===== src/rtl/decade_counter_core.sv =====
// Free-running modulo-MODULUS (default BCD decade) up-counter with self-correcting illegal states.
// Optional terminal-count output TC is built only when DECADE_COUNTER_TC_EN is defined.
module decade_counter_core #(
    parameter int WIDTH       = 4,
    parameter int MODULUS     = 10,
    parameter int RESET_VALUE = 0
) (
    input  logic             CLK,
    input  logic             RST,
`ifdef DECADE_COUNTER_TC_EN
    output logic [WIDTH-1:0] Q,
    output logic             TC
`else
    output logic [WIDTH-1:0] Q
`endif
);

    localparam logic [WIDTH-1:0] LAST_VAL  = WIDTH'(MODULUS - 1);
    localparam logic [WIDTH-1:0] RESET_VAL = WIDTH'(RESET_VALUE);
    localparam logic [WIDTH-1:0] ONE_VAL   = WIDTH'(1);

    logic [WIDTH-1:0] next_s;

    generate
        if ((MODULUS < 2) || (MODULUS > (1 << WIDTH)) || (RESET_VALUE >= MODULUS) ||
            (RESET_VALUE < 0)) begin : g_cfg_error
            $error("decade_counter_core: illegal WIDTH/MODULUS/RESET_VALUE combination");
        end
    endgenerate

    // Next count: wrap at the last legal value; any out-of-range state also lands on zero.
    always_comb begin
        next_s = {WIDTH{1'b0}};
        if (Q >= LAST_VAL) begin
            next_s = {WIDTH{1'b0}};
        end else begin
            next_s = Q + ONE_VAL;
        end
    end

    // Count register; Q is driven straight from these flops.
    always_ff @(posedge CLK or posedge RST) begin
        if (RST) begin
            Q <= RESET_VAL;
        end else begin
            Q <= next_s;
        end
    end

`ifdef DECADE_COUNTER_TC_EN
    // Terminal count is gated by RST so it stays low for the whole reset pulse.
    assign TC = (~RST) & (Q == LAST_VAL);
`endif

endmodule


===== config.mk =====
export PLATFORM = sky130hd
export DESIGN_NAME = decade_counter_core
export DESIGN_NICKNAME = d
export VERILOG_FILES = /design/src/rtl/decade_counter_core.sv
export SDC_FILE = /design/constraint.sdc
export NUM_CORES = 1
export LEC_CHECK = 0
export ABC_AREA = 1
export CAP_MARGIN = 20
export CORE_AREA = 4 4 41 43
export DETAILED_ROUTE_END_ITERATION = 6
export DIE_AREA = 0 0 45 47
export GPL_TIMING_DRIVEN = 0
export PLACE_DENSITY_LB_ADDON = 0.05
export SLEW_MARGIN = 15
export SYNTH_ARGS = -nofsm -noshare
export SYNTH_HDL_FRONTEND = slang
export SYNTH_SLANG_ARGS = --single-unit

===== constraint.sdc =====
create_clock -name CLK -period 1.1 [get_ports CLK]
set_clock_uncertainty 0.2 [all_clocks]
set_input_delay 0.22 -clock CLK [delete_from_list [all_inputs] [get_ports CLK]]
set_output_delay 0.22 -clock CLK [all_outputs]
set_load 0.05 [all_outputs]

# == Word level (Yosys, flattened, before mapping) ==
# Cells that the tools add are included.
# word_totals
ff_bits,4
inputBits,2
out_inout_bits,4
word_cells,4
# classes
add_sub_neg,1
order_cmp,1
muxes,1
# op_table
op,count
"adder 4 x 1 -> 4 bit, second input constant",1
"greater-or-equal comparator 4 bit, second input constant",1
2-to-1 mux 4 bit,1

# == Logic depth before layout (Yosys ltp) ==
# logic_depth
word_depth,2
mapped_depth,5
depth_no_buf,5

# == Least setup slack after synthesis ==
# OpenSTA, ideal clock, no wires.
# synth_timing
path_kind,register -> register
start,register Q[1]
end,register Q[0]
setup_time_ns,0.081
arrival_ns,1.277
required_ns,0.819
setup_slack_ns,-0.458
path_stages_with_launch,6
n_path_buf,0
cell_sequence,dfrtp_1 inv_1 ha_1 nor2_2 nand2_2 a21oi_2
# synth_between
elab_chain_cells,2
# synth_rtl
item,line_no,text
start: declaration,14,output logic [WIDTH-1:0] Q
start signal: assignment,46,Q <= next_s;
greater-or-equal comparator 4 bit,34,if (Q >= LAST_VAL) begin
2-to-1 mux 4 bit,34,
net next_s[0],22,logic [WIDTH-1:0] next_s;
# The timed path passes the listed nets, and every way through them passes these cells.

# == Final worst setup path ==
# layout_timing
start,register Q[0]
end,output Q[0]
# No word-level cell between the ends.

==> impl_metrics.csv <==
group,metric,value,unit
final_layout,reg_top3,"Q (4)",
setup_path,critPathMaxFanout,5,
global_routing,grt_pass1_wl,738,um
power_and_ir_drop,swShare,19.1,%
die,initial_utilization,17.7,%
die,boundaryPins,6,
global_routing,globalRouteOverflowTotal,0,
clock_network,clkTransAtPathRegs,0.04,ns
setup_path,crit_family,"flip-flops",
yosys,ys_ff_latch,4,
setup_path,crit_slowest_cell,"dfrtp_2",
die,die_h,47,um
setup_path,critPathKind,"flip-flop to output pin",
yosys,ys_seq_area_share,43.5,%
yosys,netlist_area,230,um^2
status,status,"complete, but fails checks",
timing,tightest_slew,0.160,ns
place,dp_hpwl,324,um
final_layout,area_delta_synth_final,68.5,%
power_and_ir_drop,p_sw,68.0,uW
place,placed_area,305,um^2
timing,setup-tns-final,-0.931,ns
power_and_ir_drop,pwr-share-clk,56.6,%
yosys,yosysWarningCount,0,
final_layout,drive_gt1_share,64.9,%
clock_network,cts_tree,"built",
setup_path,max_stage_delay,0.45,ns
detailed_routing,wirelength,453,um
die,rows,13,
yosys,ys_types,10,
final_layout,largest_reg_flops,4,
timing,hold_slack,-0.0279,ns
setup_path,crit_chain,"buf_6",
yosys,synth_nets,29,
place,portBuffers,5,
final_layout,final_area,388,um^2
timing,rsz0062_at_grt,"yes",
timing,hold_viol_final,4,
power_and_ir_drop,ir_worst_vdd,0.890,mV
final_layout,final_cell_mix,"dfrtp_2, inv_1, buf_6, buf_4",
detailed_routing,viasPerCell,3.63,
status,violations,"hold timing, setup timing",
die,core_area,1300,um^2
detailed_routing,drc,0,
place,gp_congestion,0.663,
detailed_routing,drt_first_pass_iters,2,
clock_network,numCtsBuffers,3,
detailed_routing,drt_iter0_markers,1,
power_and_ir_drop,powerDensity,916,nW/um^2
clock_network,clockRootBuffer,"clkbuf_4",
global_routing,grt_util_all_layers,5.62,%
setup_path,path_buf_inv,1,
min_path,hp-class,"input pin to async pin",
timing,report.final.slew_viol_count,0,
job,max_cap_viol_count,0,
yosys,synth_cells,24,
timing,fmax,0.780,GHz
clock_network,clock_latency,0.24,ns
setup_path,worstPathArrival,0.86,ns
setup_path,required,0.68,ns
timing,slew_headroom,89.3,%
detailed_routing,wire_per_inst,8.71,um
power_and_ir_drop,p_int,288,uW
die,die_w,45,um
power_and_ir_drop,p_comb_share,1.8,%
power_and_ir_drop,leakage,0.000189,uW
global_routing,grt_antenna_before_repair,0,
final_layout,top_register,"Q",
final_layout,fillers,145,
clock_network,htree_levels,1,
timing,setup_violations,8,
detailed_routing,antenna_left,0,
timing,post-route-min-period,1.28,ns
global_routing,grt_max_degree,7,
power_and_ir_drop,power_frac_seq,41.6,%
setup_path,end_kind,"output pin",
die,dieArea,2120,um^2
global_routing,grt_pass1_vias,189,
final_layout,final_nets,43,
timing,fin_crit_sh,117,%
clock_network,clk_path_buf_depth,2,
final_layout,diodes,0,
detailed_routing,vias,189,
power_and_ir_drop,power,355,uW
timing,fin_ws,-0.182,ns
setup_path,startpoint_type,"flip-flop",
yosys,syn_area_per_cell,9.59,um^2
clock_network,cts.sinks,4,
power by group through the flow:
stage | combinational [uW] | sequential, uW | clock, uW
finish | 6.54 | 148 | 201
global route | 8.17 | 148 | 219
CTS | 6.83 | 148 | 213
detailed placement | 6.72 | 150 | 0
global placement | 6.53 | 150 | 0
floorplan | 2.44 | 150 | 0
timing repair:
item | CTS | global route
buffers inserted | 3 | 1
setup endpoints to repair | 8 | 8
endpoints found under the hold margin | 4 | 0
gates resized for setup | 29 | 3
pin swaps | 0 | 5
path summary, 6_finish.rpt:
check | start | end | slack, ns | depth (start not counted)
max | Q[0] | Q[0] | -0.18 | 1
min | RST | Q[0] | -0.03 | 2
max reg2reg | Q[0] | Q[2] | -0.12 | 4
min reg2reg | Q[3] | Q[1] | 0.38 | 2
max in group asynchronous | RST | Q[3] | 0.56 | 2
min in group CLK | Q[3] | Q[1] | 0.38 | 2
cell usage after synthesis:
| cell | number | share of area, % |
|---|---|---|
| inv_1 | 6 | 9.8 |
| dfrtp_1 | 4 | 43 |
| a21oi_2 | 3 | 11 |
| ha_1 | 3 | 16 |
| nand2_1 | 3 | 4.9 |
| a21boi_2 | 1 | 4.9 |
| nand2_2 | 1 | 2.7 |
| nand3_1 | 1 | 2.2 |
| nor2_1 | 1 | 1.6 |
| nor2_2 | 1 | 2.7 |
per-layer routing:
layer	vias up	GRT usage [%]	part of all wire (%)
met5	-	0	0
met4	0	5.26	2.6
met3	2	4.60	4.9
met2	4	7.91	50
met1	84	5.03	42
li1	99	-	-
per-stage QoR:
stage | hold slack, ns | utilization [%] | cells | setup WS [ns]
final | -0.0279 | 29.8 | 52 | -0.182
after global routing | 0.00290 | 29.8 | 52 | -0.211
after CTS | -0.0343 | 27.7 | 51 | -0.192
after detailed placement | 0.219 | 23.5 | 44 | -0.571
after global placement | 0.216 | 23.5 | 44 | -0.569
after floorplan | -0.214 | - | 24 | -0.250
cells by family after synthesis:
| group | synth area share, % |
|---|---|
| compound gates | 16.3 |
| fa+ha+maj | 16.3 |
| buf+inv | 9.78 |
| flops | 43.5 |
| simple gates | 14.1 |
worst register-to-register path: stages (launching register included):
cell and delay, ns:
dfrtp_2 0.45, ha_4 0.18, nor2_4 0.09, nand2_4 0.08, a21oi_2 0.13
cell type report:
cell class | count | area [um^2] | share of cell area (%)
multi-input combinational | 14 | 130 | 33.5
sequential | 4 | 105 | 27.1
timing repair buffer | 9 | 85.1 | 21.9
clock buffer | 4 | 26.3 | 6.77
inverter | 6 | 22.5 | 5.81
tap | 15 | 18.8 | 4.84
No activity file was read; power rests on OpenSTA's default activity.
